**config.mk**
```make
export PLATFORM = sky130hd
export DESIGN_NAME = a_buf_feeder_flat
export DESIGN_NICKNAME = d
export VERILOG_FILES = /design/src/rtl/gnpu_pkg.sv /design/src/rtl/a_buf_feeder_if.sv /design/src/rtl/gnpu_sync_fifo.sv /design/src/rtl/a_buf_feeder.sv /design/src/flat_wrapper.sv
export SDC_FILE = /design/constraint.sdc
export NUM_CORES = 1
export LEC_CHECK = 0
export ABC_AREA = 1
export CAP_MARGIN = 5
export CORE_MARGIN = 2
export CORE_UTILIZATION = 45
export DETAILED_ROUTE_END_ITERATION = 12
export HOLD_SLACK_MARGIN = 0.06
export PLACE_DENSITY = 0.68
export SYNTH_ARGS = -nofsm -noshare
export SYNTH_HDL_FRONTEND = slang
export SYNTH_SLANG_ARGS = --single-unit
```
**constraint.sdc**
```tcl
create_clock -name clk -period 5.5 [get_ports clk]
set_input_delay 1.65 -clock clk [delete_from_list [all_inputs] [get_ports clk]]
set_output_delay 1.65 -clock clk [all_outputs]
set_load 0.01 [all_outputs]
```
**src/rtl/gnpu_pkg.sv**
```systemverilog
// -----------------------------------------------------------------------------
// gnpu_pkg
// Shared types and sizing constants for the GNPU operand feeders.
//   feed_state_e       : feeder FSM states (IDLE, ISSUE, DRAIN, FINISH)
//   TMMA_CNT_W         : row address / row count width (from `TMMA_CNT_WIDTH)
//   SARRAY_LOAD_W      : width of one operand row (from `SARRAY_LOAD_WIDTH)
//   A_FEED_FIFO_DEPTH  : default return-data FIFO depth of the A feeder
// The width macros fall back to local defaults when the build does not set them.
// -----------------------------------------------------------------------------
`ifndef TMMA_CNT_WIDTH
`define TMMA_CNT_WIDTH 16
`endif
`ifndef SARRAY_LOAD_WIDTH
`define SARRAY_LOAD_WIDTH 64
`endif

package gnpu_pkg;

    localparam int TMMA_CNT_W        = `TMMA_CNT_WIDTH;
    localparam int SARRAY_LOAD_W     = `SARRAY_LOAD_WIDTH;
    localparam int A_FEED_FIFO_DEPTH = 4;

    typedef enum logic [1:0] {
        IDLE   = 2'd0,
        ISSUE  = 2'd1,
        DRAIN  = 2'd2,
        FINISH = 2'd3
    } feed_state_e;

endpackage

```
**src/rtl/a_buf_feeder_if.sv**
```systemverilog
// -----------------------------------------------------------------------------
// a_buf_feeder_if
// Bus bundle between the A feeder, the A operand buffer read port and the
// systolic-array A input. Signal suffixes are from the feeder's point of view.
//   rd_a_buf_valid_o/id_o/addr_o       : row read request to the A buffer
//   rd_a_buf_ret_valid_i/ret_data_i    : in-order read return (no backpressure)
//   sarray_a_valid_o/data_o/ready_i    : row stream to the systolic array
// Modports: master = feeder side, slave = buffer/array side.
// -----------------------------------------------------------------------------
interface a_buf_feeder_if
    import gnpu_pkg::*;
#(
    parameter int CNT_W = TMMA_CNT_W,
    parameter int DW    = SARRAY_LOAD_W
) ();

    logic             rd_a_buf_valid_o;
    logic             rd_a_buf_id_o;
    logic [CNT_W-1:0] rd_a_buf_addr_o;
    logic             rd_a_buf_ret_valid_i;
    logic [DW-1:0]    rd_a_buf_ret_data_i;
    logic             sarray_a_valid_o;
    logic [DW-1:0]    sarray_a_data_o;
    logic             sarray_a_ready_i;

    modport master (
        output rd_a_buf_valid_o, rd_a_buf_id_o, rd_a_buf_addr_o,
        input  rd_a_buf_ret_valid_i, rd_a_buf_ret_data_i,
        output sarray_a_valid_o, sarray_a_data_o,
        input  sarray_a_ready_i
    );

    modport slave (
        input  rd_a_buf_valid_o, rd_a_buf_id_o, rd_a_buf_addr_o,
        output rd_a_buf_ret_valid_i, rd_a_buf_ret_data_i,
        input  sarray_a_valid_o, sarray_a_data_o,
        output sarray_a_ready_i
    );

endinterface

```
**src/rtl/gnpu_sync_fifo.sv**
```systemverilog
// -----------------------------------------------------------------------------
// gnpu_sync_fifo
// Single-clock FIFO shared by the A and B operand feeders. No bypass: a push
// into an empty FIFO becomes visible on the head the following cycle.
// Push and pop in the same cycle are both honoured (also when full).
//   clk, rst         : clock, synchronous active-high reset
//   push_i, push_data_i
//   pop_i, pop_data_o: pop_data_o is the current head (valid when !empty_o)
//   count_o          : occupancy, 0..DEPTH
//   full_o, empty_o
// DEPTH must be a power of two and at least 2 so the pointers wrap naturally.
// -----------------------------------------------------------------------------
module gnpu_sync_fifo
    import gnpu_pkg::*;
#(
    parameter int DW    = SARRAY_LOAD_W,
    parameter int DEPTH = 4
) (
    input  logic                     clk,
    input  logic                     rst,
    input  logic                     push_i,
    input  logic [DW-1:0]            push_data_i,
    input  logic                     pop_i,
    output logic [DW-1:0]            pop_data_o,
    output logic [$clog2(DEPTH):0]   count_o,
    output logic                     full_o,
    output logic                     empty_o
);

    localparam int AW = $clog2(DEPTH);

    logic [DW-1:0] mem_q [DEPTH];
    logic [AW-1:0] wr_ptr_q, rd_ptr_q;
    logic [AW:0]   count_q;
    logic          do_push, do_pop;

    assign full_o  = (count_q == (AW+1)'(DEPTH));
    assign empty_o = (count_q == '0);
    assign count_o = count_q;
    assign pop_data_o = mem_q[rd_ptr_q];

    // A push into a full FIFO is only accepted when the head leaves this cycle.
    assign do_pop  = pop_i && !empty_o;
    assign do_push = push_i && (!full_o || do_pop);

    always_ff @(posedge clk) begin
        if (do_push) mem_q[wr_ptr_q] <= push_data_i;
    end

    always_ff @(posedge clk) begin
        if (rst) begin
            wr_ptr_q <= '0;
            rd_ptr_q <= '0;
            count_q  <= '0;
        end else begin
            if (do_push) wr_ptr_q <= wr_ptr_q + AW'(1);
            if (do_pop)  rd_ptr_q <= rd_ptr_q + AW'(1);
            case ({do_push, do_pop})
                2'b10:   count_q <= count_q + (AW+1)'(1);
                2'b01:   count_q <= count_q - (AW+1)'(1);
                default: count_q <= count_q;
            endcase
        end
    end

endmodule

```
**src/rtl/a_buf_feeder.sv**
```systemverilog
// -----------------------------------------------------------------------------
// a_buf_feeder
// Read-side initiator for the double-buffered A operand buffer. On start it
// reads len rows of the chosen bank (one request per cycle while credit
// allows), buffers the in-order returns in a small FIFO and streams them to
// the systolic-array A input. When the pass ends it pulses done_o and
// buf_release_o so the A loader can refill the bank.
//   clk, rst                 : clock, synchronous active-high reset
//   start_i, start_id_i      : start a pass on a bank (accepted only when idle)
//   len_i                    : rows to feed; 0 completes with no reads
//   busy_o, done_o           : status; done_o is a one-cycle pulse
//   buf_release_o/_id_o      : one-cycle pulse naming the freed bank
//   err_o                    : sticky, a return arrived with nothing outstanding
//   bus (master)             : read request/return and array stream
// Optional: `A_BUF_FEEDER_PERF_EN adds saturating stall_cnt_o / starve_cnt_o.
// -----------------------------------------------------------------------------
module a_buf_feeder
    import gnpu_pkg::*;
#(
    parameter int CNT_W      = TMMA_CNT_W,
    parameter int DW         = SARRAY_LOAD_W,
    parameter int FIFO_DEPTH = A_FEED_FIFO_DEPTH
) (
    input  logic             clk,
    input  logic             rst,
    input  logic             start_i,
    input  logic             start_id_i,
    input  logic [CNT_W-1:0] len_i,
    output logic             busy_o,
    output logic             done_o,
    output logic             buf_release_o,
    output logic             buf_release_id_o,
    output logic             err_o,
    a_buf_feeder_if.master   bus
`ifdef A_BUF_FEEDER_PERF_EN
    ,
    output logic [31:0]      stall_cnt_o,
    output logic [31:0]      starve_cnt_o
`endif
);

    localparam int OW = $clog2(FIFO_DEPTH) + 1;

    feed_state_e      state_q, state_d;
    logic             id_q, id_d;
    logic [CNT_W-1:0] len_q, len_d;
    logic [CNT_W-1:0] addr_q, addr_d;
    logic [OW-1:0]    out_q, out_d;
    logic             err_q, err_d;

    logic             fifo_push, fifo_pop, fifo_full, fifo_empty;
    logic [OW-1:0]    fifo_count;
    logic [DW-1:0]    fifo_head;
    logic [OW:0]      in_flight;
    logic             issue, ret_ok;

    // Every row that is requested or already buffered holds one FIFO slot,
    // so a return always has room when it lands.
    assign in_flight = {1'b0, out_q} + {1'b0, fifo_count};
    assign issue     = (state_q == ISSUE) && (in_flight < (OW+1)'(FIFO_DEPTH));

    // Returns with nothing outstanding are dropped (stale after reset, or bogus).
    assign ret_ok    = bus.rd_a_buf_ret_valid_i && (out_q != '0);
    assign fifo_push = ret_ok;
    assign fifo_pop  = !fifo_empty && bus.sarray_a_ready_i;

    gnpu_sync_fifo #(
        .DW    (DW),
        .DEPTH (FIFO_DEPTH)
    ) u_fifo (
        .clk         (clk),
        .rst         (rst),
        .push_i      (fifo_push),
        .push_data_i (bus.rd_a_buf_ret_data_i),
        .pop_i       (fifo_pop),
        .pop_data_o  (fifo_head),
        .count_o     (fifo_count),
        .full_o      (fifo_full),
        .empty_o     (fifo_empty)
    );

    always_comb begin
        state_d = state_q;
        id_d    = id_q;
        len_d   = len_q;
        addr_d  = addr_q;
        out_d   = out_q;
        err_d   = err_q;

        // Unexpected returns only count as errors while a pass is active.
        if (bus.rd_a_buf_ret_valid_i && (out_q == '0) && (state_q != IDLE))
            err_d = 1'b1;

        case ({issue, ret_ok})
            2'b10:   out_d = out_q + OW'(1);
            2'b01:   out_d = out_q - OW'(1);
            default: out_d = out_q;
        endcase

        case (state_q)
            IDLE: begin
                if (start_i) begin
                    id_d    = start_id_i;
                    len_d   = len_i;
                    addr_d  = '0;
                    state_d = (len_i == '0) ? FINISH : ISSUE;
                end
            end
            ISSUE: begin
                if (issue) begin
                    addr_d = addr_q + CNT_W'(1);
                    if (addr_q == len_q - CNT_W'(1)) state_d = DRAIN;
                end
            end
            DRAIN: begin
                // Nothing in flight and nothing buffered: last row has left.
                if ((out_q == '0) && fifo_empty) state_d = FINISH;
            end
            FINISH:  state_d = IDLE;
            default: state_d = IDLE;
        endcase
    end

    always_ff @(posedge clk) begin
        if (rst) begin
            state_q <= IDLE;
            id_q    <= 1'b0;
            len_q   <= '0;
            addr_q  <= '0;
            out_q   <= '0;
            err_q   <= 1'b0;
        end else begin
            state_q <= state_d;
            id_q    <= id_d;
            len_q   <= len_d;
            addr_q  <= addr_d;
            out_q   <= out_d;
            err_q   <= err_d;
        end
    end

    assign busy_o           = (state_q != IDLE);
    assign done_o           = (state_q == FINISH);
    assign buf_release_o    = (state_q == FINISH);
    assign buf_release_id_o = (state_q == FINISH) && id_q;
    assign err_o            = err_q;

    assign bus.rd_a_buf_valid_o = issue;
    assign bus.rd_a_buf_id_o    = id_q;
    assign bus.rd_a_buf_addr_o  = addr_q;
    assign bus.sarray_a_valid_o = !fifo_empty;
    // Head storage is not reset; present zero while there is no row.
    assign bus.sarray_a_data_o  = fifo_empty ? '0 : fifo_head;

`ifdef A_BUF_FEEDER_PERF_EN
    logic [31:0] stall_q, starve_q;

    always_ff @(posedge clk) begin
        if (rst || ((state_q == IDLE) && start_i)) begin
            stall_q  <= '0;
            starve_q <= '0;
        end else begin
            if (!fifo_empty && !bus.sarray_a_ready_i && (stall_q != '1))
                stall_q <= stall_q + 32'd1;
            if (((state_q == ISSUE) || (state_q == DRAIN)) && fifo_empty && (starve_q != '1))
                starve_q <= starve_q + 32'd1;
        end
    end

    assign stall_cnt_o  = stall_q;
    assign starve_cnt_o = starve_q;
`endif

    // The credit rule must never let a return land on a full FIFO.
    assert property (@(posedge clk) disable iff (rst) !(fifo_push && fifo_full && !fifo_pop));

endmodule

```
**src/flat_wrapper.sv**
```systemverilog
// flat-port wrapper written by rule: the top's interface ports become plain ports
module a_buf_feeder_flat import gnpu_pkg::*;
#(
    parameter int CNT_W      = TMMA_CNT_W,
    parameter int DW         = SARRAY_LOAD_W,
    parameter int FIFO_DEPTH = A_FEED_FIFO_DEPTH
)
  (clk, rst, start_i, start_id_i, len_i, busy_o, done_o, buf_release_o, buf_release_id_o, err_o, bus_rd_a_buf_valid_o, bus_rd_a_buf_id_o, bus_rd_a_buf_addr_o, bus_rd_a_buf_ret_valid_i, bus_rd_a_buf_ret_data_i, bus_sarray_a_valid_o, bus_sarray_a_data_o, bus_sarray_a_ready_i);
  a_buf_feeder_if #(.CNT_W(CNT_W), .DW(DW)) bus_i ();
  input  logic clk;
  input  logic rst;
  input  logic start_i;
  input  logic start_id_i;
  input  logic [CNT_W-1:0] len_i;
  output logic busy_o;
  output logic done_o;
  output logic buf_release_o;
  output logic buf_release_id_o;
  output logic err_o;
  output wire logic [$bits(bus_i.rd_a_buf_valid_o)-1:0] bus_rd_a_buf_valid_o;
  output wire logic [$bits(bus_i.rd_a_buf_id_o)-1:0] bus_rd_a_buf_id_o;
  output wire logic [$bits(bus_i.rd_a_buf_addr_o)-1:0] bus_rd_a_buf_addr_o;
  input wire logic [$bits(bus_i.rd_a_buf_ret_valid_i)-1:0] bus_rd_a_buf_ret_valid_i;
  input wire logic [$bits(bus_i.rd_a_buf_ret_data_i)-1:0] bus_rd_a_buf_ret_data_i;
  output wire logic [$bits(bus_i.sarray_a_valid_o)-1:0] bus_sarray_a_valid_o;
  output wire logic [$bits(bus_i.sarray_a_data_o)-1:0] bus_sarray_a_data_o;
  input wire logic [$bits(bus_i.sarray_a_ready_i)-1:0] bus_sarray_a_ready_i;
  assign bus_rd_a_buf_valid_o = bus_i.rd_a_buf_valid_o;
  assign bus_rd_a_buf_id_o = bus_i.rd_a_buf_id_o;
  assign bus_rd_a_buf_addr_o = bus_i.rd_a_buf_addr_o;
  assign bus_i.rd_a_buf_ret_valid_i = bus_rd_a_buf_ret_valid_i;
  assign bus_i.rd_a_buf_ret_data_i = bus_rd_a_buf_ret_data_i;
  assign bus_sarray_a_valid_o = bus_i.sarray_a_valid_o;
  assign bus_sarray_a_data_o = bus_i.sarray_a_data_o;
  assign bus_i.sarray_a_ready_i = bus_sarray_a_ready_i;
  a_buf_feeder #(.CNT_W(CNT_W), .DW(DW), .FIFO_DEPTH(FIFO_DEPTH)) u_core (.clk(clk), .rst(rst), .start_i(start_i), .start_id_i(start_id_i), .len_i(len_i), .busy_o(busy_o), .done_o(done_o), .buf_release_o(buf_release_o), .buf_release_id_o(buf_release_id_o), .err_o(err_o), .bus(bus_i));
endmodule
```
==> impl_metrics.json <==
{
  "power_leakage_nw": 5.595,
  "grt_remaining_overflow": 0,
  "pwr-share-comb": 0.346,
  "arrival_ns": 2.94,
  "swShare": 0.3365,
  "grt_max_degree": 109,
  "netlist-cell-type-count": 32,
  "drv_cap": 0,
  "cp_data_required_time_ns": 3.85,
  "grt_pass1_wl_um": 47290,
  "post_cts_buffers": 0,
  "total_power_mw": 7.662,
  "core_area_mm2": 0.02786,
  "critical_path_class": "reg2out",
  "drtAntennaViolNets": 0,
  "p_int_mw": 5.084,
  "wl_per_cell_um": 16.74,
  "yosys.area_share.simple": 0.1482,
  "cts_resized": 0,
  "hp-class": "reg2reg",
  "layout-drive-gt1-share": 0.06417,
  "clkSlewWorstSetupHoldPaths_ns": 0.06,
  "rsz0062_at_grt": "false",
  "drcViolationCount": 0,
  "synthCells": 1199,
  "place_congestion": 0.8391,
  "post-route-util": 0.5726,
  "place_ws_ns": 1.465,
  "endpoint_kind": "output port",
  "numCtsBuffers": 31,
  "critPathLaunchType": "flop",
  "syn_nets": 1300,
  "powerDensity_mw_per_mm2": 480.3,
  "critPathMaxFanout": 108,
  "slew_violations": 0,
  "routed_via_density": 5.126,
  "vias": 9058,
  "ir_drop_uv": 271.9,
  "die_h_um": 172.5,
  "postPlaceCellArea_mm2": 0.01495,
  "stdcell_count": 1767,
  "tightest_slew_ns": 0.8829,
  "met1_usage": 0.2503,
  "slowest_stage": "dfxtp_4",
  "clk_path_buf_depth": 3,
  "power.switching_mw": 2.578,
  "synth_warnings": 0,
  "ios": 174,
  "max_stage_delay_ns": 0.62,
  "synth_compound_area_frac": 0.1077,
  "synth-xor-area-share": 0.01370,
  "syn_area_per_cell_um2": 10.66,
  "tns_ns": 0,
  "fin_crit_sh": 0.8341,
  "seq_power_share": 0.387,
  "routed_wl_um": 29580,
  "path_cells": "clkinv_2 -> buf_12 -> o21ai_0 -> a21oi_1 -> clkdlybuf4s50_1",
  "critical_path_buf_inv_count": 3,
  "portBuffers": 173,
  "hpwl_um": 17760,
  "die_w_um": 172.5,
  "clkPwrFrac": 0.267,
  "use_met3": 0.04925,
  "synth_fa_ha_area_frac": 0.01586,
  "firstDrtPassIters": 5,
  "layout_min_cycle_time_ns": 4.588,
  "synth-seq-cells": 304,
  "top_usage_layer": "met2",
  "drtIter0Drc": 609,
  "skew_ns": 0.01848,
  "grt_use_total": 0.1969,
  "cts_tree": "built",
  "num_rows": 61,
  "final_nets": 1465,
  "setup-violations-final": 0,
  "ctsRootBufferMaster": "clkbuf_16",
  "max_freq_mhz": 218.0,
  "dieArea_mm2": 0.02977,
  "postLayoutCellArea_mm2": 0.01595,
  "dp.cells": 1709,
  "use_met2": 0.3410,
  "synthMuxAreaShare": 0,
  "grt_pass1_vias": 8965,
  "start_util": 0.4588,
  "netlist_area_mm2": 0.01278,
  "final_cell_mix": "307 x nor2_1, 256 x edfxtp_1, 173 x clkdlybuf4s50_1, 156 x o21ai_0, 106 x a21oi_1",
  "synth-seq-area-share": 0.6766,
  "synth_top_family_by_area": "simple AND/OR/NAND/NOR gates",
  "final_common_cell": "nor2_1",
  "cts_hold_buf": 0,
  "htree_levels": 1,
  "syn2layout_area_growth_pct": 24.80,
  "insertion_delay_ns": 0.56,
  "report.final.hold_viol_count": 0,
  "fillers": 2327,
  "antenna_found_initial": 1,
  "cts.sinks": 304,
  "worst_slack_ns": 0.9123,
  "hold_ws_ns": 0.4656,
  "slew_headroom": 0.4114,
  "crit_family": "buffers and inverters",
  "outcome": "finished, final reports clean"
}
-- flip-flops by register name (all words and copies together), names as in the netlist, named ones only --
register	count
u_core.u_fifo.mem_q	256
u_core.err_o	1
u_core.out_q	3
u_core.len_q	16
u_core.u_fifo.rd_ptr_q	2
u_core.bus.rd_a_buf_id_o	1
u_core.bus.rd_a_buf_addr_o	16
u_core.u_fifo.wr_ptr_q	2
u_core.state_q	2
u_core.u_fifo.count_o	3
-- cells in the mapped netlist --
library cell	instances	area (um2)
nor2_1	311	1167
edfxtp_1	256	7687
o21ai_0	156	780.8
a21oi_1	106	530.5
nand2_1	86	322.8
inv_1	69	259.0
dfxtp_1	48	960.9
clkbuf_1	43	161.4
nand3_1	24	120.1
ha_1	13	162.7
buf_1	11	41.29
xnor2_1	10	87.58
xor2_1	10	87.58
o21ai_1	7	35.03
nand2_2	6	37.54
nor3_1	6	30.03
nor2_4	5	56.30
nand3b_1	4	30.03
nand4_1	4	25.02
nor2_2	4	25.02
nor4_1	4	25.02
inv_2	3	11.26
nor3_2	3	30.03
fa_1	2	40.04
a21oi_4	1	16.27
a31oi_1	1	6.260
buf_4	1	7.510
clkbuf_2	1	5.000
nand2_4	1	11.26
nor3b_1	1	7.510
o21a_1	1	7.510
or2_0	1	6.260
-- power groups by stage --
stage | Combinational [mW] | Sequential (mW) | Clock (mW)
after global placement | 2.63 | 3.00 | 0
final | 2.65 | 2.96 | 2.05
after CTS | 2.69 | 2.97 | 2.09
after floorplan | 1.54 | 2.97 | 0
after detailed placement | 2.67 | 3.01 | 0
after global routing | 2.96 | 3.00 | 2.19
-- routing by layer --
layer  wire (um)  vias up  share of wire
met5           0        -              0
met2       14250      234           0.48
met1       12670     4336           0.43
met3        2035       39          0.069
li1            -     4449              -
met4         628        0          0.021
-- path summary, 6_finish.rpt --
| kind | start | slack [ns] | cells after the start | end |
|---|---|---|---|---|
| setup reg to reg | u_core.u_fifo.count_o[0] | 3.12 | 12 | u_core.u_fifo.count_o[2] |
| hold / removal | u_core.u_fifo.rd_ptr_q[1] | 0.47 | 2 | flop |
| setup / recovery | flop | 0.91 | 5 | bus_sarray_a_data_o[31] |
| hold reg to reg | u_core.u_fifo.rd_ptr_q[1] | 0.47 | 2 | flop |
-- cell type report --
cell class,count,area (um2),area share
Sequential cell,304,8653,0.5424
Inverter,72,271.5,0.01702
Clock buffer,44,883.3,0.05537
Tap cell,378,473.0,0.02965
Multi-Input combinational cell,767,3679,0.2306
Timing Repair Buffer,188,1869,0.1172
Clock inverter,12,118.9,0.007451
Antenna cell,2,5.005,0.0003137
-- kinds of logic (layout without fill, tap and decap cells) --
logic type / after synthesis / after routing
and+or+nand+nor: 460 / 460
DFF: 304 / 304
xor gates and xnor gates: 20 / 20
adders and majority gates: 15 / 15
AOI/OAI and AO/OA: 272 / 272
other: 0 / 2
buffers and inverters: 128 / 316
-- tightest hold or removal path, stage by stage (launching register included) --
cell,delay (ns)
dfxtp_1,0.29
inv_1,0.06
a21oi_1,0.07
(Power assumes the default switching activity.)
